<file path="src/rtl/coin_pkg.sv">
// Shared coin codes, output-FSM states and coin values for the intake and counting stages.
// Latency: n/a (types and constants only).
// Backpressure: n/a.
package coin_pkg;

    typedef enum logic [1:0] {
        COIN_NONE = 2'd0,
        COIN_Q    = 2'd1,
        COIN_D    = 2'd2,
        COIN_N    = 2'd3
    } coin_t;

    typedef enum logic [1:0] {
        ST_IDLE = 2'd0,
        ST_EMIT = 2'd1,
        ST_GAP  = 2'd2
    } state_t;

    localparam int unsigned COIN_VALUE_Q = 25;
    localparam int unsigned COIN_VALUE_D = 10;
    localparam int unsigned COIN_VALUE_N = 5;

    function automatic int unsigned coin_value(input coin_t c);
        case (c)
            COIN_Q:  return COIN_VALUE_Q;
            COIN_D:  return COIN_VALUE_D;
            COIN_N:  return COIN_VALUE_N;
            default: return 0;
        endcase
    endfunction

endpackage

</file>
<file path="src/rtl/coin_debounce.sv">
// One sensor line: 2-flop synchronizer, debouncer, rising-edge detect of the debounced value.
// Latency: rise is high in the cycle after edge 1+DEBOUNCE_CYCLES (edge 0 = first edge sampling raw high).
// Backpressure: none; free-running, rise is a single-cycle pulse.
// Ports: clk, rst (async active-low), raw (async bouncy input), rise (debounced 0->1 pulse).
module coin_debounce #(
    parameter int DEBOUNCE_CYCLES = 4
) (
    input  logic clk,
    input  logic rst,
    input  logic raw,
    output logic rise
);

    localparam int CW = $clog2(DEBOUNCE_CYCLES + 1);

    logic          sync1;
    logic          sync2;
    logic          stable;
    logic          stable_d;
    logic [CW-1:0] cnt;

    always_ff @(posedge clk or negedge rst) begin
        if (!rst) begin
            sync1    <= 1'b0;
            sync2    <= 1'b0;
            stable   <= 1'b0;
            stable_d <= 1'b0;
            cnt      <= '0;
        end else begin
            sync1    <= raw;
            sync2    <= sync1;
            stable_d <= stable;
            if (sync2 != stable) begin
                // The edge that would take the counter to DEBOUNCE_CYCLES flips
                // the stable value instead, so the counter never holds that value.
                if (cnt == CW'(DEBOUNCE_CYCLES - 1)) begin
                    stable <= sync2;
                    cnt    <= '0;
                end else begin
                    cnt <= cnt + CW'(1);
                end
            end else begin
                cnt <= '0;
            end
        end
    end

    assign rise = stable & ~stable_d;

endmodule

</file>
<file path="src/rtl/coin_intake.sv">
// Coin acceptor front end: debounce three sensor lines, queue accepted coins, replay as spaced pulses.
// Latency: output pulse in the cycle after edge 3+DEBOUNCE_CYCLES from first raw-high sample (empty FIFO, hold=0).
// Backpressure: hold=1 stalls new pulses in IDLE; coins queue up to FIFO_DEPTH, overflow and ambiguous coins pulse reject.
// Ports: clk, rst (async active-low), coinQ/D/N_raw (sensor lines), hold (pause delivery),
//        inQ/inD/inN (single-cycle coin pulses), reject (coin discarded), fifo_count, full.
module coin_intake
    import coin_pkg::*;
#(
    parameter int DEBOUNCE_CYCLES = 4,
    parameter int FIFO_DEPTH      = 4,
    parameter int GAP_CYCLES      = 1
) (
    input  logic                          clk,
    input  logic                          rst,
    input  logic                          coinQ_raw,
    input  logic                          coinD_raw,
    input  logic                          coinN_raw,
    input  logic                          hold,
    output logic                          inQ,
    output logic                          inD,
    output logic                          inN,
    output logic                          reject,
    output logic [$clog2(FIFO_DEPTH):0]   fifo_count,
    output logic                          full
);

    localparam int AW = (FIFO_DEPTH > 1) ? $clog2(FIFO_DEPTH) : 1;
    localparam int CW = $clog2(FIFO_DEPTH) + 1;
    localparam int GW = (GAP_CYCLES > 1) ? $clog2(GAP_CYCLES) : 1;

    // ---------------- event detection ----------------
    logic rise_q;
    logic rise_d;
    logic rise_n;

    coin_debounce #(.DEBOUNCE_CYCLES(DEBOUNCE_CYCLES)) u_deb_q (
        .clk  (clk),
        .rst  (rst),
        .raw  (coinQ_raw),
        .rise (rise_q)
    );

    coin_debounce #(.DEBOUNCE_CYCLES(DEBOUNCE_CYCLES)) u_deb_d (
        .clk  (clk),
        .rst  (rst),
        .raw  (coinD_raw),
        .rise (rise_d)
    );

    coin_debounce #(.DEBOUNCE_CYCLES(DEBOUNCE_CYCLES)) u_deb_n (
        .clk  (clk),
        .rst  (rst),
        .raw  (coinN_raw),
        .rise (rise_n)
    );

    logic [1:0] n_events;
    logic       push_req;
    logic       multi_evt;
    coin_t      push_code;

    assign n_events  = 2'(rise_q) + 2'(rise_d) + 2'(rise_n);
    assign push_req  = (n_events == 2'd1);
    assign multi_evt = (n_events > 2'd1);

    always_comb begin
        push_code = COIN_NONE;
        if (rise_q)      push_code = COIN_Q;
        else if (rise_d) push_code = COIN_D;
        else if (rise_n) push_code = COIN_N;
    end

    // ---------------- FIFO ----------------
    state_t          state;
    state_t          state_nx;
    logic [GW-1:0]   gap_cnt;
    coin_t           cur_code;
    coin_t           mem [FIFO_DEPTH];
    logic [AW-1:0]   wr_ptr;
    logic [AW-1:0]   rd_ptr;
    logic            pop;
    logic            push_ok;
    logic            drop;

    assign full = (fifo_count == CW'(FIFO_DEPTH));
    assign pop  = (state == ST_IDLE) && (fifo_count != '0) && !hold;
    // A same-cycle pop frees the head slot, so a push into a full queue still lands.
    assign push_ok = push_req && (!full || pop);
    assign drop    = multi_evt || (push_req && full && !pop);

    always_ff @(posedge clk or negedge rst) begin
        if (!rst) begin
            wr_ptr     <= '0;
            rd_ptr     <= '0;
            fifo_count <= '0;
            reject     <= 1'b0;
            for (int i = 0; i < FIFO_DEPTH; i++) begin
                mem[i] <= COIN_NONE;
            end
        end else begin
            reject <= drop;
            if (push_ok) begin
                mem[wr_ptr] <= push_code;
                wr_ptr      <= (wr_ptr == AW'(FIFO_DEPTH - 1)) ? '0 : wr_ptr + AW'(1);
            end
            if (pop) begin
                rd_ptr <= (rd_ptr == AW'(FIFO_DEPTH - 1)) ? '0 : rd_ptr + AW'(1);
            end
            case ({push_ok, pop})
                2'b10:   fifo_count <= fifo_count + CW'(1);
                2'b01:   fifo_count <= fifo_count - CW'(1);
                default: fifo_count <= fifo_count;
            endcase
        end
    end

    // ---------------- output FSM ----------------
    always_ff @(posedge clk or negedge rst) begin
        if (!rst) begin
            state    <= ST_IDLE;
            gap_cnt  <= '0;
            cur_code <= COIN_NONE;
        end else begin
            state   <= state_nx;
            gap_cnt <= (state == ST_GAP) ? gap_cnt + GW'(1) : '0;
            if (pop) begin
                // Reads the pre-edge head, so a simultaneous push into the same slot is safe.
                cur_code <= mem[rd_ptr];
            end
        end
    end

    always_comb begin
        state_nx = state;
        inQ      = 1'b0;
        inD      = 1'b0;
        inN      = 1'b0;
        case (state)
            ST_IDLE: begin
                if (pop) state_nx = ST_EMIT;
            end
            ST_EMIT: begin
                inQ      = (cur_code == COIN_Q);
                inD      = (cur_code == COIN_D);
                inN      = (cur_code == COIN_N);
                state_nx = ST_GAP;
            end
            ST_GAP: begin
                if (gap_cnt == GW'(GAP_CYCLES - 1)) state_nx = ST_IDLE;
            end
            default: state_nx = ST_IDLE;
        endcase
    end

endmodule
</file>
<file path="config.mk">
export PLATFORM = sky130hd
export DESIGN_NAME = coin_intake
export DESIGN_NICKNAME = d
export VERILOG_FILES = /design/src/rtl/coin_pkg.sv /design/src/rtl/coin_debounce.sv /design/src/rtl/coin_intake.sv
export SDC_FILE = /design/constraint.sdc
export NUM_CORES = 1
export LEC_CHECK = 0
export CAP_MARGIN = 20
export CORE_UTILIZATION = 50
export DETAILED_ROUTE_END_ITERATION = 7
export DONT_BUFFER_PORTS = 1
export REMOVE_ABC_BUFFERS = 1
export SLEW_MARGIN = 20
export SYNTH_ARGS = -nofsm -noshare
export SYNTH_HDL_FRONTEND = slang
export SYNTH_SLANG_ARGS = --single-unit
</file>
<file path="constraint.sdc">
create_clock -name clk -period 6.45 [get_ports clk]
set_clock_uncertainty 0.15 [all_clocks]
set_input_delay 0.3225 -clock clk [delete_from_list [all_inputs] [get_ports clk]]
set_output_delay 0.3225 -clock clk [all_outputs]
set_load 0.005 [all_outputs]
</file>
Word level (Yosys, flattened, before mapping)
Index checks and enable logic that the tools add are counted.

operators by class
  $lt $le $gt $ge = 4
  eq/ne operators = 19
  muxes and demuxes = 25
  reduce and logical (&&, ||, !) cells = 18
  add/subtract/negate cells = 10
  bitwise operators = 8

operator list
  kind                                                                           number
  2-bit two-way mux                                                              10
  3-bit two-way mux                                                              6
  3-bit by 1-bit adder with 3-bit output (second input constant)                 4
  2-bit == test (second input constant)                                          6
  3-bit by 2-bit == test with 1-bit output (second input constant)               3
  8-bit bitwise mux                                                              1
  2-bit by 1-bit == test with 1-bit output (second input constant)               4
  2-bit AND reduction                                                            4
  3-bit >= comparator (second input constant)                                    2
  1-bit logical AND                                                              6
  2-bit NOT with 3-bit output                                                    2
  2-bit case mux with 3 select lines                                             1
  3-bit case mux with 2 select lines                                             1
  2-bit by 1-bit adder with 2-bit output (second input constant)                 2
  2-bit binary-select mux with 2-bit select                                      1
  2-bit demux with 2-bit select                                                  1
  1-bit two-way mux                                                              4
  2-bit inequality test (second input constant)                                  2
  1-bit AND                                                                      3
  3-bit == test (second input constant)                                          1
  1-bit logical NOT                                                              3
  3-bit by 1-bit less-than comparator with 1-bit output (second input constant)  1
  1-bit inequality test                                                          3
  1-bit NOT                                                                      3
  9 further kinds                                                                10

storage, ports and cells
  logic and storage cells = 110
  input port bits = 6
  output and inout port bits = 8
  register bits after elaboration = 42

Depth between registers and ports, before layout
Gate-level depths: netlist of run 1.

  depth after elaboration = 8
  gate-level depth with buffers = 12
  gate-level depth less buffers = 12

Cells and area by module
From an unflattened synthesis of run 1, not the netlist that was laid out.

unflattened totals
  cell total of the unflattened synthesis = 135
  area total of the unflattened synthesis = 1,890.6 um^2

by module, submodules not included
  module         times used  cells each  area an instance (um^2)  sequential area each (um^2)
  coin_intake    1           90          1,132.3                  525.5
  coin_debounce  3           15          252.7                    175.2

Worst setup path after synthesis of run 1
No wires, ideal clock.

  kind = register -> register
  start point = register u_deb_q.stable
  end point = register fifo_count[2]
  required time = 6.175 ns
  setup time = 0.125 ns
  cell stages (with the launch flop) = 13
  path slack = 3.903 ns
  clock period less this slack = 2.547 ns
  arrival time = 2.272 ns
  buffers on the path = 0
  path through = dfrtp_1 -> nor2b_1 -> xnor2_1 -> ha_1 -> inv_1 -> a2111oi_4 -> inv_1 -> ha_1 -> inv_1 -> fa_1 -> xor2_1 -> nor2_1 -> xor2_1

between the ends
  longest elaborated chain between the ends = 7
  elaborated cells between the ends (all ways) = 9
  classes of those cells = add/sub: 2; eq/ne: 3; mux: 1; bitwise: 1; reduce/logical: 2

ends and longest elaborated chain
  what                                                                       RTL line             source
  start: declaration                                                         coin_debounce.sv:18  logic stable;
  start signal: assignment                                                   coin_debounce.sv:37  stable <= sync2;
  1-bit AND (*)                                                              coin_debounce.sv:48  assign rise = stable & ~stable_d;
  1-bit by 1-bit adder with 2-bit output (*)                                 coin_intake.sv:62    assign n_events = 2'(rise_q) + 2'(rise_d) + 2'(rise_n);
  2-bit by 1-bit adder with 2-bit output (*)                                 coin_intake.sv:62
  2-bit by 1-bit == test with 1-bit output (*)                               coin_intake.sv:63    assign push_req = (n_events == 2'd1);
  1-bit logical AND (*)                                                      coin_intake.sv:88    assign push_ok = push_req && (!full || pop);
  2-bit by 1-bit == test with 1-bit output or 2-bit == test (tied branches)  coin_intake.sv:109   case ({push_ok, pop})
  3-bit case mux with 2 select lines or 2-bit nonzero test (tied branches)   n/a
  end signal: assignment                                                     coin_intake.sv:110   2'b10: fifo_count <= fifo_count + CW'(1);
  end signal: assignment                                                     coin_intake.sv:111   2'b01: fifo_count <= fifo_count - CW'(1);
  end signal: assignment                                                     coin_intake.sv:112   default: fifo_count <= fifo_count;
  end: declaration                                                           coin_intake.sv:23    output logic [$clog2(FIFO_DEPTH):0] fifo_count,

Every way passes the cells marked *; elsewhere a longest branch is shown, timed or not.
A chain may end at the register's enable or synchronous reset.

Worst setup path after layout of run 1
Same ends and word-level chain as after synthesis.

==> run_results.csv, run 1 <==
group,metric,value,unit
timing,fin_crit,2.72,ns
timing,setup_violations,0,
clocking,cts_sinks,42,
placed_design,numPortBuffers,0,
cells_and_area,fin_area,1990,sq um
floorplanning,chipHeight,61.9,microns
timing,hold_viol,0,
floorplanning,die_area,3830,sq um
detailed_routing,firstDrtPassIters,2,
clocking,insertion_delay,0.34,ns
placed_design,place_congestion,0.662,
floorplanning,fp.dieW,61.9,microns
synth,synthCells,130,
cells_and_area,finalNetCount,159,
timing,max_freq,0.368,GHz
worst_setup_path,start_kind,"register",
power_and_ir_drop,peakVddDrop,0.000201,V
grt,gr-usage-all-layers,0.155,
grt,overflow,0,
cells_and_area,drive_above_1_share,0.182,
power_and_ir_drop,leakage,0.916,nW
cells_and_area,layout_commonest_cell,"dfrtp_1",
placed_design,dp_slack,3.72,ns
status,status,"completed",
flow_run,max_cap_violations,0,
power_and_ir_drop,p_per_area,505,nW/um^2
worst_setup_path,cpPeakStageDelay,0.48,ns
synth,yosys.area_share.simple,0.130,
clocking,cts_setup_buffers,0,
clocking,cts_tree,"done",
power_and_ir_drop,intPower,660,uW
detailed_routing,post-route-drc-count,0,
worst_setup_path,crit_arrival,2.80,ns
synth,yosysWarnings,0,
worst_setup_path,crit_required,6.54,ns
cells_and_area,diodes,0,
clocking,numCtsBuffers,5,
detailed_routing,drt_iter0_drc,31,
worst_setup_path,crit_type,"reg2reg",
timing,rsz0062_at_grt,"false",
timing,max_slew_margin,0.555,
timing,fin_crit_sh,0.421,
grt,antenna_found_initial,0,
synth,synth-xor-area-share,0.0341,
synth,avgSynthCellArea,13.8,sq um
synth,synth_seq_cells,42,
timing,whs,0.0360,ns
clocking,clock_path_buffers,2,
timing,fin_tns_setup,0,ns
cells_and_area,final_cell_mix,"dfrtp_1, mux2_2, ha_1",
placed_design,dp.cells,176,
clocking,clkTransAtPathRegs,0.11,ns
floorplanning,pin_count,14,
worst_setup_path,path_delay_family,"adder cells",
clocking,cts_root_buf,"clkbuf_4",
placed_design,dpl.hpwl,1810,microns
synth,syn_area,1800,sq um
placed_design,placed_cell_area,1850,sq um
clocking,htreeDepth,2,
timing,report.final.slew_viol_count,0,
detailed_routing,wl_per_cell,13.2,microns
synth,synth.distinct_cells,24,
worst_setup_path,cp.depth,12,
power_and_ir_drop,p_comb_frac,0.407,
hold_path,min_path_cells,2,
hold_path,hold_path_class,"in2reg",
cells_and_area,layout.cells.non_filler,189,
synth,synth_compound_area_frac,0.0307,
power_and_ir_drop,swShare,0.343,
detailed_routing,vias,966,
floorplanning,rows,21,
grt,grt_max_degree,43,
timing,fin_ws,3.73,ns
floorplanning,core_region_area,3390,sq um
worst_setup_path,crit_path_frequent_cell,"inv_1",
worst_setup_path,slowest_stage,"a2111oi_4",
detailed_routing,ant_nets,0,
grt,grt_pass1_vias,952,
worst_setup_path,path_buf_inv,3,
power_and_ir_drop,power_frac_seq,0.434,
timing,worstMarginPinSlew,0.658,ns
power_and_ir_drop,clock_power_share,0.158,
detailed_routing,vias_per_cell,5.11,
synth,synthMuxAreaShare,0.125,
cells_and_area,area_growth,10.7,%
worst_setup_path,critPathCaptureType,"register",
synth,yosysSeqAreaShare,0.585,
floorplanning,start_util,0.530,
worst_setup_path,path_cells,"nor2b_1, xnor2_1, ha_1, inv_1, a2111oi_4, inv_1, ha_1, inv_1, fa_1, xor2_1, nor2_1, xor2_1",
worst_setup_path,r2r_cells,12,
worst_setup_path,critPathMaxFanout,9,
power_and_ir_drop,netSwitchingPower,344,uW
synth,synthAdderAreaFrac,0.0808,
synth,synth_top_family_by_area,"simple AND/OR/NAND/NOR gates",
grt,grt_pass1_wl,4110,microns
detailed_routing,wl,2490,microns
## layout make-up
| type | instances | area, sq um |
|---|---|---|
| clock buffer | 7 | 45.0 |
| fill | 284 | 1400 |
| clock inverter | 1 | 30.0 |
| timing repair buffer | 5 | 60.1 |
| sequential | 42 | 1050 |
| tap | 46 | 57.6 |
| inverter | 7 | 26.3 |
| multi-input combinational | 81 | 718 |
## stage by stage
step / utilization / power [mW]
CTS: 0.587 / 1.02
floorplan: - / 0.768
global placement: 0.547 / 0.829
finish: 0.587 / 1.00
global route: 0.587 / 1.09
detailed placement: 0.547 / 0.849
## cell families after synthesis
| kind of cell | after synthesis |
|---|---|
| and+or+nand+nor | 40 |
| buffers and inverters | 7 |
| xor gates and xnor gates | 7 |
| muxes | 18 |
| AOI/OAI and AO/OA | 5 |
| DFF | 42 |
| adders and majority gates | 11 |
## final timing paths
check                          startpoint  slack (ns)             end
setup / recovery           u_deb_q.stable        3.73   fifo_count[2]
hold / removal                       hold        0.04        state[0]
setup reg to reg           u_deb_q.stable        3.73   fifo_count[2]
hold reg to reg             u_deb_n.sync1        0.21   u_deb_n.sync2
max in group asynchronous             rst        5.68   u_deb_d.sync2
min in group asynchronous             rst        0.28  u_deb_n.cnt[0]
## power groups by stage
stage | Sequential, mW | Combinational, mW | Clock, mW
finish | 0.436 | 0.409 | 0.159
CTS | 0.438 | 0.417 | 0.165
global route | 0.452 | 0.467 | 0.175
global placement | 0.439 | 0.391 | 0
floorplan | 0.423 | 0.345 | 0
detailed placement | 0.444 | 0.405 | 0
## cell usage after synthesis
library cell	number	area (sq um)
mux4_2	2	45.0
nor4bb_1	1	10.0
nor3b_1	8	60.1
and3_1	1	6.26
inv_1	7	26.3
nor2b_1	7	43.8
or3_4	1	11.3
a311o_1	1	10.0
fa_1	1	20.0
dfrtp_1	42	1050
o21bai_1	1	7.51
o21ai_0	2	10.0
nand2b_1	2	12.5
xor2_1	2	17.5
ha_1	10	125
nor3_1	4	20.0
nand3b_1	1	7.51
mux2i_1	1	10.0
mux2_2	15	169
nor2_1	7	26.3
and3b_1	1	8.76
a2111oi_4	1	27.5
nand2_1	7	26.3
xnor2_1	5	43.8
## registers in the layout, indices dropped and copies added, names as in the netlist, 2 cells and up
name,count
u_deb_d.cnt,3
fifo_count,3
cur_code,2
state,2
wr_ptr,2
u_deb_q.cnt,3
mem,8
u_deb_n.cnt,3
rd_ptr,2
## what timing repair did
action	CTS	global route
resized for setup	0	0
hold buffers	5	0
hold endpoints to repair	45	0
## worst reg2reg max path, cell delays in order, from the launching register on
cell and delay [ns]:
dfrtp_1 0.41, nor2b_1 0.23, xnor2_1 0.09, ha_1 0.29
inv_1 0.06, a2111oi_4 0.48, inv_1 0.09, ha_1 0.21
inv_1 0.07, fa_1 0.17, xor2_1 0.14, nor2_1 0.06
xor2_1 0.14
## layer usage
layer / vias to the layer above / wire (microns) / track usage
li1: 470 / - / -
met1: 474 / 1110 / 0.175
met2: 17 / 1190 / 0.261
met3: 5 / 135 / 0.0600
met4: 0 / 51 / 0.0667
met5: - / 0 / 0
Power figures use the tool's default switching activity.
==> inputs of run 2 (changes only) <==
==> constraint.sdc (replaced) <==
create_clock -name clk -period 2.6 [get_ports clk]
set_clock_uncertainty 0.15 [all_clocks]
set_input_delay 0.13 -clock clk [delete_from_list [all_inputs] [get_ports clk]]
set_output_delay 0.13 -clock clk [all_outputs]
set_load 0.005 [all_outputs]
==> run_results.csv, run 2 (same netlist as run 1, synthesis figures left out) <==
group,metric,value,unit
status,status,"completed",
power_and_ir_drop,netSwitchingPower,927,uW
worst_setup_path,start_kind,"register",
worst_setup_path,crit-reg2reg-launch,"u_deb_n.stable_d",
cells_and_area,drive_above_1_share,0.276,
detailed_routing,vias_per_cell,5.15,
clocking,insertion_delay,0.34,ns
floorplanning,chipHeight,61.9,microns
placed_design,numPortBuffers,0,
clocking,htreeDepth,2,
worst_setup_path,crit_arrival,2.57,ns
power_and_ir_drop,swShare,0.346,
clocking,clock_path_buffers,2,
worst_setup_path,path_buf_inv,3,
clocking,cts_tree,"done",
timing,max_slew_margin,0.722,
grt,overflow,0,
worst_setup_path,cpPeakStageDelay,0.41,ns
worst_setup_path,critPathMaxFanout,3,
cells_and_area,diodes,0,
detailed_routing,post-route-drc-count,0,
floorplanning,start_util,0.530,
worst_setup_path,path_cells,"nand2b_4, xnor2_1, ha_1, inv_2, a2111oi_4, inv_1, ha_2, inv_1, fa_1, xor2_1, nor2_1, xor2_1",
worst_setup_path,slowest_stage,"dfrtp_1",
detailed_routing,wl,2710,microns
floorplanning,core_region_area,3390,sq um
grt,grt_pass1_wl,4640,microns
grt,gr-usage-all-layers,0.174,
timing,hold_viol,0,
detailed_routing,firstDrtPassIters,4,
power_and_ir_drop,p_per_area,1290,nW/um^2
placed_design,place_congestion,0.694,
grt,grt_max_degree,43,
cells_and_area,final_cell_mix,"dfrtp_1, mux2_2, ha_1",
timing,fin_tns_setup,0,ns
cells_and_area,layout_commonest_cell,"dfrtp_1",
clocking,numCtsBuffers,5,
placed_design,placed_cell_area,1890,sq um
power_and_ir_drop,clock_power_share,0.150,
power_and_ir_drop,p_comb_frac,0.447,
floorplanning,die_area,3830,sq um
floorplanning,fp.dieW,61.9,microns
timing,max_freq,0.410,GHz
cells_and_area,largest_reg_flops,8,
worst_setup_path,cp.depth,12,
clocking,clkTransAtPathRegs,0.11,ns
floorplanning,pin_count,14,
cells_and_area,layout.cells.non_filler,198,
floorplanning,rows,21,
timing,whs,0.0961,ns
worst_setup_path,startpoint,"u_deb_n.stable_d",
timing,fin_crit_sh,0.938,
cells_and_area,n_fill_cell,278,
power_and_ir_drop,power_frac_seq,0.403,
timing,fin_crit,2.44,ns
power_and_ir_drop,intPower,1.75,mW
detailed_routing,drt_iter0_drc,31,
clocking,cts_sinks,42,
worst_setup_path,crit_type,"reg2reg",
power_and_ir_drop,totalPowerFinal,2.68,mW
timing,report.final.slew_viol_count,0,
flow_run,max_cap_violations,0,
power_and_ir_drop,peakVddDrop,0.000634,V
grt,grt_pass1_vias,1057,
cells_and_area,fin_area,2080,sq um
hold_path,hold_path_class,"in2async",
detailed_routing,wl_per_cell,13.7,microns
placed_design,dp.cells,181,
worst_setup_path,path_delay_family,"adder cells",
clocking,cts_root_buf,"clkbuf_4",
detailed_routing,ant_nets,0,
cells_and_area,regMostFlops,"mem",
worst_setup_path,critPathCaptureType,"register",
timing,setup_violations,0,
cells_and_area,area_growth,16.0,%
worst_setup_path,crit_required,2.73,ns
timing,worstMarginPinSlew,0.411,ns
detailed_routing,vias,1020,
grt,antenna_found_initial,0,
cells_and_area,finalNetCount,168,
worst_setup_path,r2r_cells,12,
power_and_ir_drop,leakage,0.971,nW
placed_design,dpl.hpwl,1950,microns
[run 2: cell count changes in the layout (fill, tap and decap cells not counted), sizes merged]
| cell | delta |
|---|---|
| buf | +8 |
| clkinv | +2 |
| dlygate4sd3 | +1 |
| clkbuf | -2 |
[run 2: power by group through the flow]
stage / logic [mW] / clock network, mW / registers, mW
6_report: 1.20 / 0.401 / 1.08
5_1_grt: 1.35 / 0.442 / 1.12
4_1_cts: 1.17 / 0.418 / 1.08
3_5_place_dp: 1.13 / 0 / 1.09
3_3_place_gp: 1.05 / 0 / 1.07
2_1_floorplan: 0.856 / 0 / 1.05
[run 2: per-stage QoR]
stage                     utilization  setup WS, ns
final                           0.614         0.162
after global routing            0.614     -0.000142
after CTS                       0.604        0.0122
after detailed placement        0.558        0.0302
after global placement          0.558         0.133
after floorplan                     -        0.0532
[run 2: final timing paths]
path | endpoint | slack, ns
setup / recovery | fifo_count[2] | 0.16
hold / removal | u_deb_n.cnt[2] | 0.1
setup reg to reg | fifo_count[2] | 0.16
hold reg to reg | u_deb_d.sync2 | 0.22
max in group asynchronous | cur_code[0] | 2.00
min in group clk | u_deb_q.sync1 | 0.19
[run 2: what timing repair did]
item,CTS,global route
hold buffers,6,0
hold endpoints to repair,47,0
resized for setup,1,5
pin swaps,0,2
buffers inserted,0,3
endpoints found under the setup margin,1,2
cloned,0,0
[run 2: area by class of cell]
class                           instances  area, sq um  share of cell area
Tap cell                               46         57.6              0.0276
Timing Repair Buffer                   14          130              0.0625
Sequential cell                        42         1050               0.505
Clock buffer                            5         37.5              0.0180
Inverter                                7         26.3              0.0126
Clock inverter                          3         40.0              0.0192
Multi-Input combinational cell         81          739               0.355
[run 2: layer usage]
layer / up-vias / GRT usage / part of all wire / wire length (microns)
met4: 0 / 0.0762 / 0.022 / 59
met1: 508 / 0.204 / 0.44 / 1200
li1: 489 / - / - / -
met3: 7 / 0.0373 / 0.031 / 84
met5: - / 0 / 0 / 0
met2: 16 / 0.307 / 0.50 / 1360
==> inputs of run 3 (changes only) <==
--- a/config.mk
+++ b/config.mk
@@ -6,7 +6,7 @@
 export NUM_CORES = 1
 export LEC_CHECK = 0
 export CAP_MARGIN = 20
-export CORE_UTILIZATION = 50
+export CORE_UTILIZATION = 40
 export DETAILED_ROUTE_END_ITERATION = 7
 export DONT_BUFFER_PORTS = 1
 export REMOVE_ABC_BUFFERS = 1
==> run_results.csv, run 3 (same netlist as run 1, synthesis figures left out) <==
group,metric,value,unit
placed_design,dp.cells,185,
worst_setup_path,start_kind,"register",
timing,fin_crit_sh,0.937,
detailed_routing,wl_per_cell,14.3,microns
clocking,cts_root_buf,"clkbuf_8",
floorplanning,rows,23,
placed_design,numPortBuffers,0,
detailed_routing,vias,1010,
cells_and_area,diodes,0,
cells_and_area,fin_area,2070,sq um
grt,grt_pass1_wl,4690,microns
clocking,numCtsBuffers,5,
placed_design,place_congestion,0.703,
detailed_routing,wl,2850,microns
floorplanning,start_util,0.433,
timing,max_slew_margin,0.704,
clocking,htreeDepth,2,
cells_and_area,final_util,0.500,
floorplanning,fp.dieW,69.0,microns
worst_setup_path,startpoint,"u_deb_q.stable_d",
worst_setup_path,critPathCaptureType,"register",
power_and_ir_drop,peakVddDrop,0.000389,V
worst_setup_path,crit_arrival,2.50,ns
detailed_routing,vias_per_cell,5.08,
worst_setup_path,crit-reg2reg-launch,"u_deb_q.stable_d",
flow_run,max_cap_violations,0,
grt,grt_pass1_vias,1074,
floorplanning,pin_count,14,
cells_and_area,final_cell_mix,"dfrtp_1, mux2_2, ha_1",
timing,max_freq,0.410,GHz
placed_design,dpl.hpwl,2030,microns
timing,report.final.slew_viol_count,0,
worst_setup_path,crit_type,"reg2reg",
power_and_ir_drop,leakage,0.961,nW
worst_setup_path,critPathMaxFanout,3,
hold_path,hold_path_class,"in2async",
grt,gr-usage-all-layers,0.143,
clocking,clock_path_buffers,2,
cells_and_area,layout_commonest_cell,"dfrtp_1",
clocking,cts_tree,"done",
timing,hold_viol,0,
floorplanning,core_region_area,4140,sq um
cells_and_area,layout.cells.non_filler,199,
clocking,clkTransAtPathRegs,0.07,ns
power_and_ir_drop,totalPowerFinal,2.64,mW
timing,fin_crit,2.44,ns
detailed_routing,ant_nets,0,
floorplanning,die_area,4760,sq um
status,status,"completed",
grt,antenna_found_initial,0,
power_and_ir_drop,p_per_area,1270,nW/um^2
placed_design,placed_cell_area,1900,sq um
clocking,cts_sinks,42,
cells_and_area,largest_reg_flops,8,
detailed_routing,post-route-drc-count,0,
clocking,insertion_delay,0.29,ns
floorplanning,chipHeight,69.0,microns
cells_and_area,finalNetCount,166,
grt,overflow,0,
detailed_routing,firstDrtPassIters,4,
timing,fin_tns_setup,0,ns
timing,setup_violations,0,
cells_and_area,drive_above_1_share,0.242,
cells_and_area,area_growth,15.5,%
cells_and_area,regMostFlops,"mem",
grt,grt_max_degree,43,
timing,worstMarginPinSlew,0.438,ns
worst_setup_path,crit_required,2.66,ns
detailed_routing,drt_iter0_drc,18,
## run 3: final cells by class
cell class | instances | area [sq um]
Tap cell | 50 | 62.6
Clock buffer | 7 | 76.3
Fill cell | 370 | 2070
Multi-Input combinational cell | 81 | 742
Timing Repair Buffer | 12 | 115
Sequential cell | 42 | 1050
Inverter | 7 | 26.3
## run 3: report_power, final
| part | total [mW] | switching, mW | internal [mW] |
|---|---|---|---|
| Combinational | 1.17 | 0.542 | 0.629 |
| Sequential | 1.09 | 0.185 | 0.903 |
| Clock | 0.383 | 0.199 | 0.185 |
| Total | 2.64 | 0.925 | 1.72 |
## run 3: worst paths after layout
path | to | slack, ns | cells after the start
max in group asynchronous | u_deb_q.stable_d | 1.94 | 2
min | gap_cnt | 0.16 | 2
min reg2reg | u_deb_q.sync2 | 0.21 | 0
max | fifo_count[2] | 0.16 | 12
max reg2reg | fifo_count[2] | 0.16 | 12
min in group clk | u_deb_q.sync2 | 0.21 | 0
## run 3: worst max-delay path: stages, from the launching register on
cell	delay (ns)
dfrtp_1	0.41
nor2b_2	0.19
xnor2_2	0.13
ha_1	0.27
inv_2	0.08
a2111oi_4	0.04
inv_1	0.08
ha_1	0.17
inv_1	0.06
fa_1	0.37
xor2_1	0.15
nor2_1	0.12
xor2_1	0.15
## run 3: metal layers
layer | part of all wire | vias up | wire, microns | track usage
met5 | 0 | - | 0 | 0
met4 | 0.027 | 0 | 78 | 0.0918
met3 | 0.057 | 9 | 163 | 0.0526
met2 | 0.49 | 22 | 1390 | 0.251
met1 | 0.43 | 499 | 1220 | 0.139
li1 | - | 480 | - | -
## run 3: what timing repair did
action	in CTS	in global routing
endpoints found under the setup margin	0	2
hold buffers	6	0
endpoints found under the hold margin	46	0
resized for setup	0	5
setup buffers	0	1
## run 3: through the flow
| stage | worst slack (ns) | hold slack, ns |
|---|---|---|
| 2_1_floorplan | 0.0532 | -0.316 |
| 3_3_place_gp | 0.155 | -0.315 |
| 3_5_place_dp | 0.0996 | -0.315 |
| 4_1_cts | 0.0828 | 0.167 |
| 5_1_grt | -0.0264 | 0.179 |
| 6_report | 0.163 | 0.162 |
